`config.mk`:
```
export PLATFORM = sky130hd
export DESIGN_NAME = lsq_mem_issue
export DESIGN_NICKNAME = d
export VERILOG_FILES = /design/src/rtl/lsq_mem_issue.sv
export SDC_FILE = /design/constraint.sdc
export NUM_CORES = 1
export LEC_CHECK = 0
export CAP_MARGIN = 20
export CORE_MARGIN = 4
export CORE_UTILIZATION = 49
export CTS_CLUSTER_DIAMETER = 80
export DETAILED_ROUTE_END_ITERATION = 10
export PLACE_DENSITY = 0.86
export SETUP_SLACK_MARGIN = 0.05
export SLEW_MARGIN = 10
export SYNTH_ARGS = -nofsm -noshare
export SYNTH_HDL_FRONTEND = slang
export SYNTH_SLANG_ARGS = --single-unit
```
`constraint.sdc`:
```
create_clock -name clk -period 4.15 [get_ports clk]
set_clock_uncertainty 0.1 [all_clocks]
set_input_delay 0.6225 -clock clk [delete_from_list [all_inputs] [get_ports clk]]
set_output_delay 0.6225 -clock clk [all_outputs]
set_load 0.05 [all_outputs]
```
`src/rtl/lsq_mem_issue.sv`:
```
// LSQ head issue engine: sends the head op to the D-cache and writes back load data.
// Define LSQ_ISSUE_SUBWORD_EN for byte/half accesses; the default build issues word accesses only.
module lsq_mem_issue #(
  parameter int unsigned ROB_ID_W = 6
) (
  input  logic                clk,
  input  logic                rst,
  input  logic                flush,
  input  logic                head_valid,
  input  logic                head_is_store,
  input  logic                head_addr_valid,
  input  logic                head_unsigned,
  input  logic [31:0]         head_addr,
  input  logic [31:0]         head_data,
  input  logic [1:0]          head_size,
  input  logic [ROB_ID_W-1:0] head_rob_id,
  output logic                deq_valid,
  input  logic                store_commit,
  input  logic [ROB_ID_W-1:0] store_commit_rob_id,
  output logic                dc_req_valid,
  input  logic                dc_req_ready,
  output logic                dc_req_we,
  output logic [31:0]         dc_req_addr,
  output logic [31:0]         dc_req_wdata,
  output logic [3:0]          dc_req_be,
  input  logic                dc_resp_valid,
  input  logic [31:0]         dc_resp_rdata,
  output logic                wb_valid,
  output logic [ROB_ID_W-1:0] wb_rob_id,
  output logic [31:0]         wb_data,
  output logic                busy
);

  typedef enum logic [2:0] {IDLE, REQ, WAIT, WB, DRAIN} state_t;

  state_t      state, state_n;
  logic        issue_go;
  logic [31:0] fmt_addr;
  logic [31:0] fmt_wdata;
  logic [3:0]  fmt_be;
  logic [31:0] fmt_load;

  assign issue_go = head_valid & head_addr_valid &
                    (!head_is_store | (store_commit & (store_commit_rob_id == head_rob_id)));

`ifdef LSQ_ISSUE_SUBWORD_EN
  logic [1:0]  cap_size;
  logic [1:0]  cap_off;
  logic        cap_unsigned;
  logic [7:0]  ld_byte;
  logic [15:0] ld_half;

  always_comb begin
    fmt_addr  = head_addr;
    fmt_be    = 4'hF;
    fmt_wdata = head_data;
    case (head_size)
      2'd0: begin
        fmt_be    = 4'b0001 << head_addr[1:0];
        fmt_wdata = {4{head_data[7:0]}};
      end
      2'd1: begin
        fmt_addr[0] = 1'b0;
        fmt_be      = head_addr[1] ? 4'b1100 : 4'b0011;
        fmt_wdata   = {2{head_data[15:0]}};
      end
      default: fmt_addr[1:0] = 2'b00;
    endcase
  end

  // Lane select uses the offset captured at issue, not the live head.
  always_comb begin
    ld_byte  = dc_resp_rdata[7:0];
    ld_half  = cap_off[1] ? dc_resp_rdata[31:16] : dc_resp_rdata[15:0];
    fmt_load = dc_resp_rdata;
    case (cap_off)
      2'd1:    ld_byte = dc_resp_rdata[15:8];
      2'd2:    ld_byte = dc_resp_rdata[23:16];
      2'd3:    ld_byte = dc_resp_rdata[31:24];
      default: ld_byte = dc_resp_rdata[7:0];
    endcase
    case (cap_size)
      2'd0:    fmt_load = {{24{~cap_unsigned & ld_byte[7]}}, ld_byte};
      2'd1:    fmt_load = {{16{~cap_unsigned & ld_half[15]}}, ld_half};
      default: fmt_load = dc_resp_rdata;
    endcase
  end
`else
  logic unused_subword;

  assign fmt_addr       = {head_addr[31:2], 2'b00};
  assign fmt_be         = 4'hF;
  assign fmt_wdata      = head_data;
  assign fmt_load       = dc_resp_rdata;
  assign unused_subword = ^{head_size, head_unsigned, head_addr[1:0]};
`endif

  always_ff @(posedge clk) begin
    if (rst) begin
      state <= IDLE;
    end else begin
      state <= state_n;
    end
  end

  always_comb begin
    state_n   = state;
    deq_valid = 1'b0;
    wb_valid  = 1'b0;
    case (state)
      IDLE: begin
        if (!flush && issue_go) state_n = REQ;
      end
      REQ: begin
        if (dc_req_ready) begin
          if (dc_req_we) begin
            // A store already accepted by the cache completes even under flush.
            deq_valid = !flush;
            state_n   = IDLE;
          end else begin
            state_n = flush ? DRAIN : WAIT;
          end
        end else if (flush) begin
          state_n = IDLE;
        end
      end
      WAIT: begin
        if (dc_resp_valid) state_n = flush ? IDLE : WB;
        else if (flush)    state_n = DRAIN;
      end
      WB: begin
        wb_valid  = !flush;
        deq_valid = !flush;
        state_n   = IDLE;
      end
      DRAIN: begin
        if (dc_resp_valid) state_n = IDLE;
      end
      default: state_n = IDLE;
    endcase
  end

  assign dc_req_valid = (state == REQ);
  assign busy         = (state != IDLE);

  always_ff @(posedge clk) begin
    if (rst) begin
      dc_req_we    <= 1'b0;
      dc_req_addr  <= '0;
      dc_req_wdata <= '0;
      dc_req_be    <= '0;
      wb_rob_id    <= '0;
      wb_data      <= '0;
`ifdef LSQ_ISSUE_SUBWORD_EN
      cap_size     <= '0;
      cap_off      <= '0;
      cap_unsigned <= 1'b0;
`endif
    end else begin
      if (state == IDLE && !flush && issue_go) begin
        dc_req_we    <= head_is_store;
        dc_req_addr  <= fmt_addr;
        dc_req_wdata <= fmt_wdata;
        dc_req_be    <= fmt_be;
        wb_rob_id    <= head_rob_id;
`ifdef LSQ_ISSUE_SUBWORD_EN
        cap_size     <= head_size;
        cap_off      <= head_addr[1:0];
        cap_unsigned <= head_unsigned;
`endif
      end
      if (state == WAIT && dc_resp_valid && !flush) begin
        wb_data <= fmt_load;
      end
    end
  end

endmodule

```
==> reports/qor.txt <==
Hold Fails Final Rpt -> 0
Kind of critical path -> in2out
Hold Slack -> 0.3557 ns
Worst slew margin -> 30.48%
Gr usage total -> 24.01%
Pin count of the biggest net entering global routing -> 120
R2r setup slk -> 1.63 ns
CTS tree -> built
Hold WC Path Type -> reg2reg
Critical path endpoint category -> primary output
Post-synth top area cell -> dfxtp_1
Most used cell, CP -> clkdlybuf4s50_1
Post-Syn Area -> 6464 µm²
YS warnings -> 0
Max stage delay on crit path -> 0.82 ns
Gp weighted congestion -> 0.8254
Clock Sinks -> 105
Layout Utilization -> 69.48%
Critical R2R Capture -> dc_req_wdata[29]
WL/cell -> 16.55 µm
Post-cts hold buffer count -> 0
GRT overflow -> 0
Share of cells above drive strength 1 -> 4.379%
Ports -> 231
Post-synthesis cell type count -> 38
Tmin final -> 3.254 ns
Antenna violations before repair -> 0
Worst-path maximum fanout -> 6
Hold Path Depth -> 2
CP Cell Sequence -> clkdlybuf4s50_1 > nor2_1 > and3_1 > clkdlybuf4s50_1
VDD IR max -> 173.0 µV
Final setup viols -> 0
Remaining antenna violation count -> 0
Unrepaired setup endpoints after global routing -> no
EDFF count, synth -> 0
Initial Utilization -> 50.60%
Drt pass-1 iters -> 5
Cells after Synth -> 841
Vias per Instance -> 5.915
Core area -> 12770 µm²
# rows -> 41
CP max-delay cell -> clkdlybuf4s50_1
DRC Markers -> 0
Worst EP required -> 3.43 ns
DP Wirelength -> 11.76 mm
Final slew viol count -> 0
Ant. Diodes -> 0
Dpl cells -> 1137
Die area -> 15090 µm²
CTS root buf -> clkbuf_16
Sequential-to-total area share from yosys stat -> 32.52%
Worst-Skew Late Latency -> 0.35 ns
Num CTS Buffers -> 9
Vias -> 6826
Fmax -> 0.3073 GHz
Status -> finished, final reports clean
Reg2reg start -> state[0]
Post-synth top area share -> 32.52%
Post-CTS Setup Bufs -> 0
Worst-case reg-to-reg path depth -> 5
Port bufs -> 223
Synth-to-layout area growth -> 37.30%
Crit start category -> input port
Post-synth ARST share -> 0%
Initial DRC count -> 538
Worst-Margin Slew -> 1.039 ns
Max-Cap Viols -> 0
Post-CTS sizing -> 0
Die Wd -> 122.9 µm
Arrival @ worst endpoint -> 2.53 ns
Average size of a mapped cell -> 7.686 µm²
Final WL -> 19.10 mm
H-tree levels -> 3
Largest cells by area after synthesis -> dfxtp_1 33%, nand4_1 20%, a211o_1 9.2%
Global-route wire length before repair -> 29.74 mm
Die Height -> 122.9 µm
Final worst-path cycle share -> 78.41%
Post-Layout Cell Count -> 1154
Total leakage power -> 0.002858 µW
HP Start -> wb_data[20]
NumNets Final -> 1097
Predominant post-synthesis flop cell -> dfxtp_1
Pwr/cell area -> 291.7 nW/µm²
Clk slew on worst S/H paths -> 0.07 ns
Seq cells post-synth -> 105
Setup_tns -> 0 ns
Vias in the first global route -> 5771
Hold endpoint -> wb_data[20]
Clock Path Buffers -> 2
layout by cell type (no fill, tap or decap), types with 2 or more instances in the layout:
| cell | instances |
|---|---|
| nor3b_1 | 3 |
| xor2_1 | 3 |
| nand4_1 | 204 |
| conb_1 | 2 |
| inv_6 | 2 |
| xnor2_1 | 3 |
| clkdlybuf4s50_1 | 221 |
| nand2_1 | 134 |
| nor2_1 | 4 |
| nor2b_1 | 69 |
| a211o_1 | 68 |
| buf_12 | 6 |
| nor3_1 | 2 |
| and3_1 | 2 |
| clkbuf_16 | 9 |
| bufinv_16 | 2 |
| nand3b_1 | 68 |
| a211oi_1 | 4 |
| buf_4 | 13 |
| nor3_2 | 2 |
| dfxtp_1 | 105 |
| a21oi_1 | 36 |
power breakdown:
| group | internal (µW) | leakage, µW | total, µW | switching, µW |
|---|---|---|---|---|
| registers | 1040 | 0.000850 | 1070 | 27.7 |
| clock network | 537 | 0.000158 | 946 | 409 |
| logic | 231 | 0.00185 | 575 | 344 |
how the worst max path moves through the flow:
stage	depth (start not counted)	startpoint	to
after floorplan	2	state[0]	dc_req_valid
after global placement	4	flush	wb_valid
after detailed placement	4	flush	wb_valid
after CTS	4	flush	wb_valid
after global routing	5	flush	deq_valid
final	4	flush	wb_valid
sequential cells by signal, indices dropped and copies added, names as in the netlist:
signal,cells
dc_req_wdata,32
wb_data,32
dc_req_addr,30
wb_rob_id,6
state,3
dc_req_be,1
dc_req_we,1
area by class of cell:
cell class,instances,area [µm²]
Clock buffer,9,225.2
Clock inverter,7,101.3
Fill cell,1058,3899
Inverter,2,10.01
Multi-Input combinational cell,618,3786
Sequential cell,105,2102
Tap cell,172,215.2
Timing Repair Buffer,241,2435
kinds of logic (layout without fill, tap and decap cells):
group           after synthesis  count (layout)  share of synthesized area (%)
simple gates                496             496                          44.35
other cells                   1               2                        0.05802
compound gates              114             114                          13.18
flops                       105             105                          32.52
buf+inv                     119             259                          9.078
xor+xnor                      6               6                         0.8132
through the flow:
stage          power [µW]  worst slack [ns]  area (µm²)
2_1_floorplan        1433             1.670        6467
5_1_grt              2679            0.7778        8875
4_1_cts              2604            0.9255        8855
3_5_place_dp         1660            0.9285        8528
6_report             2589            0.8961        8875
3_3_place_gp         1656            0.9265        8528
critical path: cells and delay by family:
kind / cells / cell delay (ns)
buf+inv: 2 / 1.35
simple gates: 2 / 0.56
synthesized netlist by cell type, types with 2 or more instances:
master and count:
clkbuf_1 84, nor2_1 4, buf_6 11, nand4_1 204
and3_1 2, buf_1 2, buf_2 10, buf_4 9
nor3b_1 3, nor3_1 3, a211oi_1 4, xnor2_1 3
a21oi_1 36, a211o_1 68, xor2_1 3, dfxtp_1 105
nand2_1 134, nand3b_1 68, nor2b_1 69
layer usage:
metal	part of all wire, %	vias up	global-route usage, %	routed length (µm)
met1	42	3164	31.72	7940
met4	1.5	0	6.788	294
met2	47	252	37.89	8905
met5	0	-	0	0
li1	-	3390	-	-
met3	10	20	7.419	1964
Power figures use the tool's default switching activity.
